--- config.mk ---
export PLATFORM = sky130hd
export DESIGN_NAME = synchro_counter_n_bit
export DESIGN_NICKNAME = d
export VERILOG_FILES = /design/src/rtl/synchro_counter_n_bit_pkg.sv /design/src/rtl/synchro_counter_n_bit_rising_edge_detect.sv /design/src/rtl/synchro_counter_n_bit.sv
export SDC_FILE = /design/constraint.sdc
export NUM_CORES = 1
export LEC_CHECK = 0
export CAP_MARGIN = 20
export CORE_MARGIN = 5
export CORE_UTILIZATION = 35
export CTS_BUF_LIST = sky130_fd_sc_hd__clkbuf_8 sky130_fd_sc_hd__clkbuf_16
export DETAILED_ROUTE_END_ITERATION = 8
export PLACE_DENSITY = 0.71
export RECOVER_POWER = 100
export SETUP_SLACK_MARGIN = 0.02
export SLEW_MARGIN = 40
export SYNTH_ARGS = -nofsm -noshare
export SYNTH_HDL_FRONTEND = slang
export SYNTH_SLANG_ARGS = --single-unit
export TNS_END_PERCENT = 10
--- constraint.sdc ---
create_clock -name qzt_clk -period 5.9 [get_ports qzt_clk]
set_clock_uncertainty 0.15 [all_clocks]
set_input_delay 1.77 -clock qzt_clk [delete_from_list [all_inputs] [get_ports qzt_clk]]
set_output_delay 1.77 -clock qzt_clk [all_outputs]
set_load 0.02 [all_outputs]
--- src/rtl/synchro_counter_n_bit_pkg.sv ---
// synchro_counter_pkg: mode encodings and modulus helper shared by the synchro counters
package synchro_counter_pkg;
  localparam logic [1:0] MODE_WRAP = 2'b00;
  localparam logic [1:0] MODE_SAT = 2'b01;
  localparam logic [1:0] MODE_ONESHOT = 2'b10;
  function automatic logic [32:0] limit_top(input logic [31:0] limit, input int unsigned width);
    return (limit == 32'd0) ? ((33'd1 << width) - 33'd1) : ({1'b0, limit} - 33'd1);
  endfunction
endpackage

--- src/rtl/synchro_counter_n_bit_rising_edge_detect.sv ---
// rising_edge_detect: one-flop rising edge detector; the flop tracks the input even in reset
module rising_edge_detect (
  input  logic qzt_clk,
  input  logic reset,
  input  logic sig,
  output logic rise
);
  logic sig_d;
  always_ff @(posedge qzt_clk) sig_d <= sig;
  assign rise = sig & ~sig_d & ~reset;
endmodule

--- src/rtl/synchro_counter_n_bit.sv ---
// synchro_counter_n_bit: programmable-modulus up/down counter of clk_in rising edges
module synchro_counter_n_bit
  import synchro_counter_pkg::*;
#(
  parameter int WIDTH = 8
) (
  input  logic             qzt_clk,
  input  logic             reset,
  input  logic             clk_in,
  input  logic             set,
  input  logic [WIDTH-1:0] preset_value,
  input  logic [WIDTH-1:0] limit,
  input  logic             up_down,
  input  logic [1:0]       mode,
  output logic [WIDTH-1:0] out,
  output logic             carry,
  output logic             borrow,
  output logic             terminal,
  output logic             done
);
  logic tick;
  logic [32:0] top, out_x;
  logic at_top, at_zero;
  rising_edge_detect u_edge (
    .qzt_clk(qzt_clk),
    .reset(reset),
    .sig(clk_in),
    .rise(tick)
  );
  assign top = limit_top(32'(limit), WIDTH);
  assign out_x = 33'(out);
  assign at_top = out_x >= top;
  assign at_zero = out == '0;
  assign terminal = up_down ? (out_x == top) : at_zero;
  always_ff @(posedge qzt_clk)
    if (reset) begin
      out <= '0;
      carry <= 1'b0;
      borrow <= 1'b0;
      done <= 1'b0;
    end else if (set) begin
      out <= preset_value;
      carry <= 1'b0;
      borrow <= 1'b0;
      done <= 1'b0;
    end else begin
      carry <= 1'b0;
      borrow <= 1'b0;
      if (tick && !done) begin
        if (up_down) begin
          if (!at_top) out <= out + WIDTH'(1);
          else if (mode == MODE_SAT) out <= top[WIDTH-1:0];
          else begin
            out <= '0;
            carry <= 1'b1;
            done <= mode == MODE_ONESHOT;
          end
        end else begin
          if (!at_zero) out <= (out_x > top) ? top[WIDTH-1:0] : out - WIDTH'(1);
          else if (mode != MODE_SAT) begin
            out <= top[WIDTH-1:0];
            borrow <= 1'b1;
            done <= mode == MODE_ONESHOT;
          end
        end
      end
    end
endmodule

* Word-level counts from Yosys, hierarchy flattened
Index checks and enable logic that the tools add are counted.
** Cells by class
- Add/sub/neg operators :: 3
- Magnitude comparators :: 2
- Eq/ne operators :: 7
- Mux-type cells :: 17
- Bitwise gates (word level) :: 8
- Reduce and logical (&&, ||, !) cells :: 12
** Operators by type and width (number)
- 8-bit two-way mux :: 8
- 8-bit by 33-bit == test with 1-bit output :: 1
- 8-bit by 33-bit greater-or-equal comparator with 1-bit output :: 1
- 8-bit by 33-bit > comparator with 1-bit output :: 1
- 33-bit two-way mux :: 1
- 8-bit zero test :: 2
- 5-bit OR reduction :: 2
- 8-bit by 1-bit subtractor with 9-bit output, second input constant :: 1
- 8-bit by 1-bit adder with 8-bit output, second input constant :: 1
- 1-bit two-way mux :: 8
- 8-bit by 1-bit subtractor with 8-bit output, second input constant :: 1
- 1-bit inverter :: 6
- 2-bit nonzero test :: 3
- 5-bit AND reduction :: 1
- 2-bit by 1-bit != test with 1-bit output, second input constant :: 2
- 4-bit by 3-bit != test with 1-bit output, second input constant :: 1
- 1-bit AND :: 2
- 2-bit by 1-bit == test with 1-bit output, second input constant :: 1
- 2-bit == test, second input constant :: 1
- 2-bit != test, second input constant :: 1
- 2-bit AND reduction :: 1
- 2-bit OR reduction :: 1
- 1-bit logical AND :: 1
- 1-bit zero test :: 1
** Word-level totals
- Register bits after elaboration :: 12
- Bits of input ports :: 23
- Output and inout bits :: 12
- Logic and storage cells :: 54

* Longest topological paths before layout
- Word-level depth :: 8
- Gate-level depth with buffers :: 12
- Depth with buffers taken out :: 12

* Cells and area by module
Synthesis repeated with hierarchy kept, for this count alone.
** Second synthesis, totals
- Cells, all modules :: 202
- Area total of the unflattened synthesis :: 1554.0 µm²
** Modules (own cells, without submodules)
- synchro_counter_n_bit :: times used 1, cells an instance 200, area an instance 1521.5 µm², sequential area each 220.2 µm²
- rising_edge_detect :: times used 1, cells an instance 2, area an instance 32.5 µm², sequential area each 20.0 µm²

* Worst setup path before layout
OpenSTA, ideal clock, no wires.
- Path kind :: input to output
- Start point :: input limit[0]
- End point :: output terminal
- Arrival :: 3.772 ns
- Required time :: 3.980 ns
- Path slack :: 0.208 ns
- Stages :: 9
- Path buffers :: 0
- Path through :: inv_1 ha_1 or4b_1 a211oi_1 nor2b_1 ha_1 and3_1 and4_1 a31o_2
** On the way
- Word-level cells in the longest chain between the ends :: 4
- Elaborated cells between the ends (all ways) :: 5
- Classes of those cells :: add/sub: 1; eq/ne: 1; mux: 2; reduce/logical: 1
** RTL lines
- start, declared :: RTL line synchro_counter_n_bit.sv:12 : input logic [WIDTH-1:0] limit,
- 8-bit by 1-bit subtractor with 9-bit output / 8-bit zero test (equally long branches) :: RTL line synchro_counter_n_bit_pkg.sv:7 : return (limit == 32'd0) ? ((33'd1 << width) - 33'd1) : ({1'b0, limit} - 33'd1);
- 33-bit two-way mux * :: RTL line synchro_counter_n_bit_pkg.sv:7
- 8-bit by 33-bit == test with 1-bit output * :: RTL line synchro_counter_n_bit.sv:34 : assign terminal = up_down ? (out_x == top) : at_zero;
- 1-bit two-way mux * :: RTL line synchro_counter_n_bit.sv:34
- end, declared :: RTL line synchro_counter_n_bit.sv:18 : output logic terminal,
Mark *: on every way between the ends. The rest lies on a longest branch, timed or not.

* Final worst setup path
Ends and elaborated chain as after synthesis.

==> flow_summary.ini <==
[outcome]
status = finished clean

[place]
portBuffers = 34
dp_hpwl_microns = 3800
pre_cts_ws_ns = -0.812
post_dp_cell_area_sq_um = 2120
gp_congestion = 0.972

[routing]
detail_route.vias_per_cell = 5.70
post-route-drc-count = 0
vias = 1931
first_pass_iters = 4
drtAntennaViolNets = 0
drtIter0Drc = 179
wl_microns = 5700
drt-wirelength-per-cell_microns = 16.8

[floorplanning]
ios = 35
initial_core_util = 0.356
die_h_microns = 75.8
die_w_microns = 75.8
die-area_sq_um = 5750
fp-row-count = 24
core_area_sq_um = 4260

[critical_path]
start_kind = primary input
cp.required_ns = 3.98
endpoint_kind = primary output
critPathArrivalTime_ns = 3.97
worst-path-max-fanout = 5
critPathKind = in2out

[finish]
drive_gt1_frac = 0.321
final_nets = 325
nFillCells = 374
final_common_cell = buf_4
syn_to_final_growth_pct = 65.6
diodes = 0
layout_common_cells = buf_4, nor2_1, clkdlybuf4s50_1
postLayoutCoreUtil = 0.589
postLayoutCellArea_sq_um = 2510

[global_routing]
grt_start_max_net_pins = 16
antenna_found_initial = 0
grt_pass1_vias = 1844
grt_pass1_wl_microns = 8950
grtUsageTotal = 0.203
grt_overflow_total = 0

[pwr]
ir_drop_mv = 0.125
power_mw = 0.381
power.density_nw_per_um2 = 152
p_leak_nw = 1.15

[clock_network]
clk_latency_ns = 0.24
cts_hold_buffers = 0
clock_path_buffers = 2
tritoncts = yes
cts_sinks = 12
cts_made_buffers = 3
clk_pin_slew_worst_paths_ns = 0.05
cts_root_buffer = clkbuf_8
cts_max_level = 1

[worst_hold_path]
hold_class = reg2reg

[logic_synthesis]
syn_inst = 201
async_reset_ff_frac = 0
ys_ff_latch = 12
syn_area_sq_um = 1520
synth_cell_types = 55
synth_warnings = 0
synth_edf_count = 0
avgSynthCellArea_sq_um = 7.54
synth_sequential_area_ratio = 0.158
syn_nets = 237
yosys_most_used_dff = dfxtp_1

[sta]
hold_viol_final = 0
maxSlewHeadroom = 0.452
fin_hold_ws_ns = 0.354
setup_slack_ns = 0.00734
fmax_ghz = 0.170
worst_pin_slew_ns = 0.816
rsz0062_at_grt = yes
slew_viol_final = 0
min_period_over_period = 0.999
min_period_ns = 5.89
setup_violations = 0

[job]
maxCapViolCount = 0
stage by stage:
stage / TNS, ns / instances
after floorplan: 0 / 201
after detailed placement: -0.812 / 310
final: 0 / 339
after CTS: 0 / 335
after global routing: -0.0611 / 339
after global placement: -0.728 / 310
routing by layer:
layer	global-route usage	vias up	routed length (microns)
li1	-	935	-
met1	0.276	897	2410
met2	0.323	85	2740
met3	0.0369	14	437
met4	0.0621	0	113
met5	0	-	0
logic make-up after synthesis:
logic type	after synthesis	share of synthesized area
XOR/XNOR	12	0.0693
multiplexers	7	0.0487
AO/OA/AOI/OAI	59	0.270
adder cells (fa/ha/maj)	13	0.107
AND/OR/NAND/NOR	82	0.306
buffers and inverters	16	0.0404
flip-flops	12	0.158
worst max-delay path, cell delays in order:
cell      delay [ns]
buf_2           0.11
inv_2           0.08
ha_4            0.13
or4b_4          0.50
buf_4           0.17
a21boi_4        0.15
o22ai_4         0.10
ha_4            0.25
and3_4          0.17
and4_4          0.20
a31o_4          0.22
buf_6           0.12
final timing paths:
kind                               start  endpoint  slack, ns  cells after the start
worst min register to register      done      done       0.35                      1
worst max register to register    out[4]    out[0]       2.85                      9
worst max-delay path            limit[0]  terminal      0.007                     12
worst min-delay path                done      done       0.35                      1
flip-flops by register name (all words and copies together), names as in the netlist:
name          flops
out               8
borrow            1
carry             1
done              1
u_edge.sig_d      1
layout make-up:
| class | count | area, sq um | area share |
|---|---|---|---|
| Clock buffer | 3 | 41.3 | 0.0164 |
| Multi-Input combinational cell | 173 | 1370 | 0.546 |
| Sequential cell | 12 | 240 | 0.0957 |
| Inverter | 8 | 30.0 | 0.0120 |
| Timing Repair Buffer | 91 | 763 | 0.304 |
| Tap cell | 52 | 65.1 | 0.0259 |
Yosys cell counts, types with 4 or more instances:
master / n / share of area
nor2_1: 22 / 0.054
clkbuf_1: 5 / 0.012
mux2i_1: 4 / 0.026
nand2b_1: 5 / 0.021
nand2_1: 9 / 0.022
and3_1: 6 / 0.025
nor3_1: 6 / 0.020
nand3_1: 10 / 0.033
inv_1: 8 / 0.020
a21oi_1: 4 / 0.013
a21o_1: 4 / 0.020
xor2_1: 10 / 0.058
dfxtp_1: 12 / 0.16
ha_1: 13 / 0.11
o21ai_0: 14 / 0.046
a211oi_1: 6 / 0.030
a22oi_1: 5 / 0.025
a211o_1: 5 / 0.029
timing repair:
action | CTS | global route
setup buffers | 22 | 6
pin swaps | 10 | 11
endpoints found under the hold margin | 0 | 0
resized for setup | 33 | 22
setup endpoints to repair | 1 | 2
report_power, final:
group          switching [mW]  total (mW)  leakage [nW]  internal [mW]
clock                  0.0307      0.0757        0.0216         0.0451
sequential             0.0155       0.102        0.0989         0.0865
combinational          0.0986       0.203          1.03          0.105
total                   0.145       0.381          1.15          0.236
(Power assumes the default switching activity.)
